[src/rtl/axis_bypass_arbiter_if.sv]
// Upstream and downstream AXI-Stream signals of the bypass arbiter.
interface axis_bypass_arbiter_if #(
  parameter int unsigned NUM_IN     = 4,
  parameter int unsigned DATA_WIDTH = 32
);
  localparam int unsigned KEEP_W = DATA_WIDTH / 8;

  logic [NUM_IN-1:0]            S_AXIS_TVALID;
  logic [NUM_IN-1:0]            S_AXIS_TREADY;
  logic [NUM_IN*DATA_WIDTH-1:0] S_AXIS_TDATA;
  logic [NUM_IN*KEEP_W-1:0]     S_AXIS_TKEEP;
  logic [NUM_IN-1:0]            S_AXIS_TLAST;

  logic                  M_AXIS_TVALID;
  logic                  M_AXIS_TREADY;
  logic [DATA_WIDTH-1:0] M_AXIS_TDATA;
  logic [KEEP_W-1:0]     M_AXIS_TKEEP;
  logic                  M_AXIS_TLAST;
  logic [7:0]            M_AXIS_TID;

  // Arbiter view: stream slave towards the sources, master towards the datapath.
  modport slave (
    input  S_AXIS_TVALID, S_AXIS_TDATA, S_AXIS_TKEEP, S_AXIS_TLAST, M_AXIS_TREADY,
    output S_AXIS_TREADY, M_AXIS_TVALID, M_AXIS_TDATA, M_AXIS_TKEEP, M_AXIS_TLAST,
           M_AXIS_TID
  );

  // Environment view: drives the sources and the downstream ready.
  modport master (
    output S_AXIS_TVALID, S_AXIS_TDATA, S_AXIS_TKEEP, S_AXIS_TLAST, M_AXIS_TREADY,
    input  S_AXIS_TREADY, M_AXIS_TVALID, M_AXIS_TDATA, M_AXIS_TKEEP, M_AXIS_TLAST,
           M_AXIS_TID
  );
endinterface

[src/rtl/axis_bypass_arbiter.sv]
// Packet-granular arbiter sharing the bypass stream datapath between NUM_IN sources.
module axis_bypass_arbiter #(
  parameter int unsigned NUM_IN     = 4,
  parameter int unsigned DATA_WIDTH = 32,
  parameter int unsigned CNT_WIDTH  = 16
) (
  input  logic                 ACLK,
  input  logic                 ARESET,
  axis_bypass_arbiter_if.slave axis,
  input  logic [NUM_IN-1:0]    cfg_enable,
  input  logic                 cfg_prio_mode,
  output logic [NUM_IN-1:0]    sts_grant,
  output logic                 sts_busy,
  output logic [CNT_WIDTH-1:0] sts_pkt_count
);
  localparam int unsigned KEEP_W = DATA_WIDTH / 8;
  localparam int unsigned IDX_W  = $clog2(NUM_IN);

  localparam logic [0:0] ST_IDLE = 1'b0;
  localparam logic [0:0] ST_XFER = 1'b1;

  logic [0:0]           state_q,     state_d;
  logic [IDX_W-1:0]     grant_idx_q, grant_idx_d;
  logic [IDX_W-1:0]     rr_ptr_q,    rr_ptr_d;
  logic [CNT_WIDTH-1:0] cnt_q,       cnt_d;
  logic [NUM_IN-1:0]    grant_q,     grant_d;
  logic                 busy_q,      busy_d;

  logic [NUM_IN-1:0]    req_c;
  logic [IDX_W-1:0]     win_idx_c;
  logic                 found_c;
  logic                 last_hs_c;

  // Pick the winner among enabled requesters (fixed priority or round-robin from rr_ptr).
  always_comb begin
    req_c     = axis.S_AXIS_TVALID & cfg_enable;
    win_idx_c = '0;
    found_c   = 1'b0;
    if (cfg_prio_mode) begin
      for (int unsigned i = 0; i < NUM_IN; i++) begin
        if (!found_c && req_c[i]) begin
          win_idx_c = IDX_W'(i);
          found_c   = 1'b1;
        end
      end
    end else begin
      for (int unsigned k = 0; k < NUM_IN; k++) begin
        if (!found_c && req_c[IDX_W'((32'(rr_ptr_q) + k) % NUM_IN)]) begin
          win_idx_c = IDX_W'((32'(rr_ptr_q) + k) % NUM_IN);
          found_c   = 1'b1;
        end
      end
    end
  end

  // Zero-latency passthrough of the granted source while in XFER; all zero in IDLE.
  always_comb begin
    axis.M_AXIS_TVALID = 1'b0;
    axis.M_AXIS_TDATA  = '0;
    axis.M_AXIS_TKEEP  = '0;
    axis.M_AXIS_TLAST  = 1'b0;
    axis.M_AXIS_TID    = '0;
    axis.S_AXIS_TREADY = '0;
    if (state_q == ST_XFER) begin
      axis.M_AXIS_TID = 8'(grant_idx_q);
      for (int unsigned i = 0; i < NUM_IN; i++) begin
        if (grant_idx_q == IDX_W'(i)) begin
          axis.M_AXIS_TVALID    = axis.S_AXIS_TVALID[i];
          axis.M_AXIS_TDATA     = axis.S_AXIS_TDATA[i*DATA_WIDTH +: DATA_WIDTH];
          axis.M_AXIS_TKEEP     = axis.S_AXIS_TKEEP[i*KEEP_W +: KEEP_W];
          axis.M_AXIS_TLAST     = axis.S_AXIS_TLAST[i];
          axis.S_AXIS_TREADY[i] = axis.M_AXIS_TREADY;
        end
      end
    end
  end

  assign last_hs_c = axis.M_AXIS_TVALID & axis.M_AXIS_TREADY & axis.M_AXIS_TLAST;

  // Next-state: grant in IDLE, release and account on the TLAST handshake.
  always_comb begin
    state_d     = state_q;
    grant_idx_d = grant_idx_q;
    rr_ptr_d    = rr_ptr_q;
    cnt_d       = cnt_q;
    grant_d     = grant_q;
    busy_d      = busy_q;
    case (state_q)
      ST_IDLE: begin
        if (req_c != '0) begin
          state_d     = ST_XFER;
          grant_idx_d = win_idx_c;
          grant_d     = NUM_IN'(1) << win_idx_c;
          busy_d      = 1'b1;
        end
      end
      ST_XFER: begin
        if (last_hs_c) begin
          state_d  = ST_IDLE;
          grant_d  = '0;
          busy_d   = 1'b0;
          rr_ptr_d = (grant_idx_q == IDX_W'(NUM_IN - 1)) ? '0 : grant_idx_q + IDX_W'(1);
          if (cnt_q != '1) begin
            cnt_d = cnt_q + CNT_WIDTH'(1);
          end
        end
      end
      default: begin
        state_d = ST_IDLE;
        grant_d = '0;
        busy_d  = 1'b0;
      end
    endcase
  end

  // State and status registers with synchronous reset.
  always_ff @(posedge ACLK) begin
    if (ARESET) begin
      state_q     <= ST_IDLE;
      grant_idx_q <= '0;
      rr_ptr_q    <= '0;
      cnt_q       <= '0;
      grant_q     <= '0;
      busy_q      <= 1'b0;
    end else begin
      state_q     <= state_d;
      grant_idx_q <= grant_idx_d;
      rr_ptr_q    <= rr_ptr_d;
      cnt_q       <= cnt_d;
      grant_q     <= grant_d;
      busy_q      <= busy_d;
    end
  end

  assign sts_grant     = grant_q;
  assign sts_busy      = busy_q;
  assign sts_pkt_count = cnt_q;
endmodule
[src/flat_wrapper.sv]
// flat-port wrapper written by rule: the top's interface ports become plain ports
module axis_bypass_arbiter_flat 
#(
  parameter int unsigned NUM_IN     = 4,
  parameter int unsigned DATA_WIDTH = 32,
  parameter int unsigned CNT_WIDTH  = 16
)
  (ACLK, ARESET, cfg_enable, cfg_prio_mode, sts_grant, sts_busy, sts_pkt_count, axis_S_AXIS_TVALID, axis_S_AXIS_TDATA, axis_S_AXIS_TKEEP, axis_S_AXIS_TLAST, axis_M_AXIS_TREADY, axis_S_AXIS_TREADY, axis_M_AXIS_TVALID, axis_M_AXIS_TDATA, axis_M_AXIS_TKEEP, axis_M_AXIS_TLAST, axis_M_AXIS_TID);
  axis_bypass_arbiter_if #(.NUM_IN(NUM_IN), .DATA_WIDTH(DATA_WIDTH)) axis_i ();
  input  logic ACLK;
  input  logic ARESET;
  input  logic [NUM_IN-1:0] cfg_enable;
  input  logic cfg_prio_mode;
  output logic [NUM_IN-1:0] sts_grant;
  output logic sts_busy;
  output logic [CNT_WIDTH-1:0] sts_pkt_count;
  input wire logic [$bits(axis_i.S_AXIS_TVALID)-1:0] axis_S_AXIS_TVALID;
  input wire logic [$bits(axis_i.S_AXIS_TDATA)-1:0] axis_S_AXIS_TDATA;
  input wire logic [$bits(axis_i.S_AXIS_TKEEP)-1:0] axis_S_AXIS_TKEEP;
  input wire logic [$bits(axis_i.S_AXIS_TLAST)-1:0] axis_S_AXIS_TLAST;
  input wire logic [$bits(axis_i.M_AXIS_TREADY)-1:0] axis_M_AXIS_TREADY;
  output wire logic [$bits(axis_i.S_AXIS_TREADY)-1:0] axis_S_AXIS_TREADY;
  output wire logic [$bits(axis_i.M_AXIS_TVALID)-1:0] axis_M_AXIS_TVALID;
  output wire logic [$bits(axis_i.M_AXIS_TDATA)-1:0] axis_M_AXIS_TDATA;
  output wire logic [$bits(axis_i.M_AXIS_TKEEP)-1:0] axis_M_AXIS_TKEEP;
  output wire logic [$bits(axis_i.M_AXIS_TLAST)-1:0] axis_M_AXIS_TLAST;
  output wire logic [$bits(axis_i.M_AXIS_TID)-1:0] axis_M_AXIS_TID;
  assign axis_i.S_AXIS_TVALID = axis_S_AXIS_TVALID;
  assign axis_i.S_AXIS_TDATA = axis_S_AXIS_TDATA;
  assign axis_i.S_AXIS_TKEEP = axis_S_AXIS_TKEEP;
  assign axis_i.S_AXIS_TLAST = axis_S_AXIS_TLAST;
  assign axis_i.M_AXIS_TREADY = axis_M_AXIS_TREADY;
  assign axis_S_AXIS_TREADY = axis_i.S_AXIS_TREADY;
  assign axis_M_AXIS_TVALID = axis_i.M_AXIS_TVALID;
  assign axis_M_AXIS_TDATA = axis_i.M_AXIS_TDATA;
  assign axis_M_AXIS_TKEEP = axis_i.M_AXIS_TKEEP;
  assign axis_M_AXIS_TLAST = axis_i.M_AXIS_TLAST;
  assign axis_M_AXIS_TID = axis_i.M_AXIS_TID;
  axis_bypass_arbiter #(.NUM_IN(NUM_IN), .DATA_WIDTH(DATA_WIDTH), .CNT_WIDTH(CNT_WIDTH)) u_core (.ACLK(ACLK), .ARESET(ARESET), .axis(axis_i), .cfg_enable(cfg_enable), .cfg_prio_mode(cfg_prio_mode), .sts_grant(sts_grant), .sts_busy(sts_busy), .sts_pkt_count(sts_pkt_count));
endmodule
[config.mk]
export PLATFORM = sky130hd
export DESIGN_NAME = axis_bypass_arbiter_flat
export DESIGN_NICKNAME = d
export VERILOG_FILES = /design/src/rtl/axis_bypass_arbiter_if.sv /design/src/rtl/axis_bypass_arbiter.sv /design/src/flat_wrapper.sv
export SDC_FILE = /design/constraint.sdc
export NUM_CORES = 1
export LEC_CHECK = 0
export CAP_MARGIN = 20
export CORE_MARGIN = 2
export CORE_UTILIZATION = 36
export CTS_BUF_LIST = sky130_fd_sc_hd__clkbuf_4
export CTS_CLUSTER_DIAMETER = 40
export DETAILED_ROUTE_END_ITERATION = 10
export PLACE_DENSITY = 0.89
export SETUP_SLACK_MARGIN = 0.02
export SYNTH_ARGS = -nofsm -noshare
export SYNTH_HDL_FRONTEND = slang
export SYNTH_SLANG_ARGS = --single-unit
export TNS_END_PERCENT = 100
[constraint.sdc]
create_clock -name ACLK -period 5.8 [get_ports ACLK]
set_clock_uncertainty 0.05 [all_clocks]
set_input_delay 1.45 -clock ACLK [delete_from_list [all_inputs] [get_ports ACLK]]
set_output_delay 1.45 -clock ACLK [all_outputs]
set_load 0.02 [all_outputs]
==> impl_metrics.py <==
metrics = {
    "setup_path": {
        "cp-end-kind": "output pin",
        "reg2reg_depth": 8,
        "cp_slowest_cell": "clkdlybuf4s50_1",
        "crit_arrival_ps": 3220,
        "cp_common_cell": "clkdlybuf4s50_1",
        "r2r_end": "u_core.sts_pkt_count[8]",
        "rrSetupSlack_ps": 2440,
        "r2r-start": "u_core.grant_idx_q[0]",
        "crit_type": "in2out",
        "crit_chain": "clkdlybuf4s50_1, a21oi_1, a2111oi_4, a21o_1, clkdlybuf4s50_1",
        "cp-start-kind": "primary input",
        "max_stage_delay_ps": 620,
        "crit_required_ps": 4300,
        "worstPathMaxFanout": 2,
    },
    "timing": {
        "setup_viol": 0,
        "rsz0062_at_grt": "no",
        "worst_slew_pin_slew_ps": 888,
        "fin_crit_ps": 4720,
        "slew_headroom_pct": 40.6,
        "clock.fmax_mhz": 212,
        "fin_ws_ps": 1080,
        "period_share_pct": 81.4,
        "slew_viol_final": 0,
        "hold_viol": 0,
        "setup_tns_ps": 0,
    },
    "logic_synthesis": {
        "synthAdderAreaFrac_pct": 2.31,
        "netlist_area_um2": 2710,
        "synth_ff_type": "dfxtp_1",
        "synthMuxAreaShare_pct": 1.20,
        "synth_edf_count": 0,
        "synthXorXnorAreaFrac_pct": 0,
        "yosys-top-cells-count": "a21oi_1 (58), nor2_1 (48), nor2b_1 (40), nor3_1 (36), a221oi_1 (35)",
        "synth_top_area_share_pct": 19.2,
        "ys_types": 46,
        "ys_seq_area_share_pct": 19.2,
        "synthSimpleGateAreaFrac_pct": 36.4,
        "synth_compound_area_share_pct": 32.9,
        "avgSynthCellArea_um2": 6.71,
        "post-synth-top-count-cell": "a21oi_1",
        "synth_area_leader_cell": "dfxtp_1",
        "syn_inst": 403,
        "async_reset_ff_share_pct": 0,
        "synth.area.top_cells": "dfxtp_1 (19%), a221oi_1 (11%), a21oi_1 (11%)",
        "ys_warn_count": 0,
        "synth_top_family_by_area": "simple AND/OR/NAND/NOR gates",
        "ys_ff_latch": 26,
    },
    "cells_and_area": {
        "diodes": 0,
        "fin_nets": 765,
        "drive_gt1_share_pct": 3.34,
        "synthToLayoutAreaGrowth_pct": 84.1,
    },
    "clocking": {
        "cts_tree": "yes",
        "cts_root_buf": "clkbuf_4",
        "worstSkewPairLatency_ps": 330,
        "numCtsBuffers": 3,
        "cts_resized": 0,
        "clk_pin_slew_ps": 130,
        "clock_path_buffers": 2,
        "h-tree-depth": 1,
        "postCtsSetupBuffers": 0,
        "hold_buffers": 0,
        "clock_sinks": 26,
    },
    "worst_hold_path": {
        "worstHoldStart": "u_core.sts_grant[1]",
        "hold_class": "reg2reg",
        "whs_path_depth": 1,
        "holdPathEnd": "u_core.sts_grant[1]",
    },
    "routing": {
        "drt-wirelength-per-cell_um": 17.1,
        "drc": 0,
        "postRouteAntennaNets": 0,
        "viasPerCell": 5.52,
        "first_iter_violations": 115,
        "vias": 3851,
        "finalWirelength_um": 11900,
        "drtPass1Iterations": 4,
    },
    "flow_run": {
        "max-cap-violations": 0,
    },
    "global_routing": {
        "grt_max_degree": 48,
        "grt_pass1_vias": 3678,
        "grt.total_usage_pct": 27.9,
        "grt_antenna_before_repair": 0,
        "grt_pass1_wl_um": 19000,
        "grt_overflow": 0,
    },
    "power": {
        "power.density_nw_per_um2": 140,
        "p_comb_share_pct": 61.8,
        "p_sw_uw": 261,
        "p_sw_share_pct": 37.3,
        "p_int_uw": 438,
        "max-vdd-ir-drop_mv": 0.185,
        "p_leak_nw": 1.70,
        "p_seq_share_pct": 27.0,
        "pwr-share-clk_pct": 11.2,
        "total_power_uw": 699,
    },
    "placement": {
        "io_buffers": 224,
        "gp_congestion": 0.877,
        "dp_slack_ps": 1090,
        "hpwl_um": 9260,
    },
    "floorplan": {
        "die_y_um": 90.7,
        "rows": 31,
        "core_area_um2": 7250,
        "floorplan.initialDensity_pct": 37.3,
        "io_pins": 231,
        "die_area_um2": 8220,
        "die_w_um": 90.7,
    },
    "outcome": {
        "outcome": "finished, final reports clean",
    },
}
## how the worst max path moves through the flow
stage	from	end	slack [ps]	cells after the start
6_report	axis_S_AXIS_TVALID[1]	axis_M_AXIS_TVALID	1080	5
5_1_grt	u_core.grant_idx_q[1]	axis_M_AXIS_TKEEP[0]	890	9
4_1_cts	axis_S_AXIS_TVALID[1]	axis_M_AXIS_TVALID	1090	5
3_5_place_dp	axis_S_AXIS_TVALID[1]	axis_M_AXIS_TVALID	1090	5
3_3_place_gp	axis_S_AXIS_TVALID[1]	axis_M_AXIS_TVALID	1090	5
2_1_floorplan	axis_S_AXIS_TVALID[1]	axis_M_AXIS_TVALID	2180	3
## layer usage
layer | vias to the layer above | part of all wire [%] | track usage [%]
li1 | 1884 | - | -
met2 | 167 | 50 | 50.7
met3 | 18 | 8.1 | 7.26
met4 | 0 | 2.4 | 6.41
met5 | - | 0 | 0
met1 | 1782 | 40 | 32.5
## cell type report
type / count / area, µm²
repair buffers: 230 / 2290
fillers: 594 / 2270
multi-input cells: 333 / 2000
flip-flops and latches: 26 / 520
well taps: 99 / 124
clock buffers: 3 / 22.5
inverters: 6 / 22.5
clock inverters: 1 / 3.75
## state kept, by name (all words and copies together), names as in the netlist
signal	cells
u_core.grant_idx_q	2
u_core.rr_ptr_q	2
u_core.state_q	1
u_core.sts_busy	1
u_core.sts_grant	4
u_core.sts_pkt_count	16
## critical path, delay by kind of cell
kind                   cells  cell delay (ps)
AOI/OAI and AO/OA          3              680
buffers and inverters      2             1090
## power groups by stage
stage          Clock [mW]  Combinational (mW)  Sequential, mW
6_report           0.0780               0.432           0.189
2_1_floorplan           0               0.217           0.194
3_5_place_dp            0               0.431           0.193
5_1_grt            0.0859               0.470           0.190
3_3_place_gp            0               0.423           0.192
4_1_cts            0.0801               0.432           0.189
## cell usage in the layout, fill, tap and decap left out, drive strengths merged, types with 2 or more instances in the layout
cell type      instances
clkdlybuf4s50        224
a21oi                 58
nor2                  49
nor2b                 40
nor3                  36
a221oi                35
dfxtp                 26
nand2                 15
o21ai                 14
or3                    9
or4                    7
inv                    6
nand3                  6
conb                   6
buf                    6
nand3b                 5
o31ai                  5
ha                     5
and2                   4
and3                   4
a211oi                 3
nor3b                  3
nand4                  3
o2bb2ai                3
clkbuf                 3
nor4                   2
a31oi                  2
o21bai                 2
mux2                   2
a2111oi                2
o2111ai                2
or3b                   2
## stage by stage
step                      std cells  utilization [%]  instance area, µm²  hold WS (ps)
after floorplan                 408                -                2720           403
after global routing            698             68.7                4980           473
after CTS                       698             68.7                4980           438
final                           698             68.7                4980           435
after global placement          694             68.3                4950           405
after detailed placement        694             68.3                4950           405
## logic make-up (layout without fill, tap and decap cells)
logic type	count (synthesis)	after routing
adder cells (fa/ha/maj)	5	5
buffers and inverters	49	240
other	1	6
multiplexers	3	3
flip-flops	26	26
AO/OA/AOI/OAI	132	132
AND/OR/NAND/NOR	187	187
Note: power is estimated with default switching activity, not from simulation.
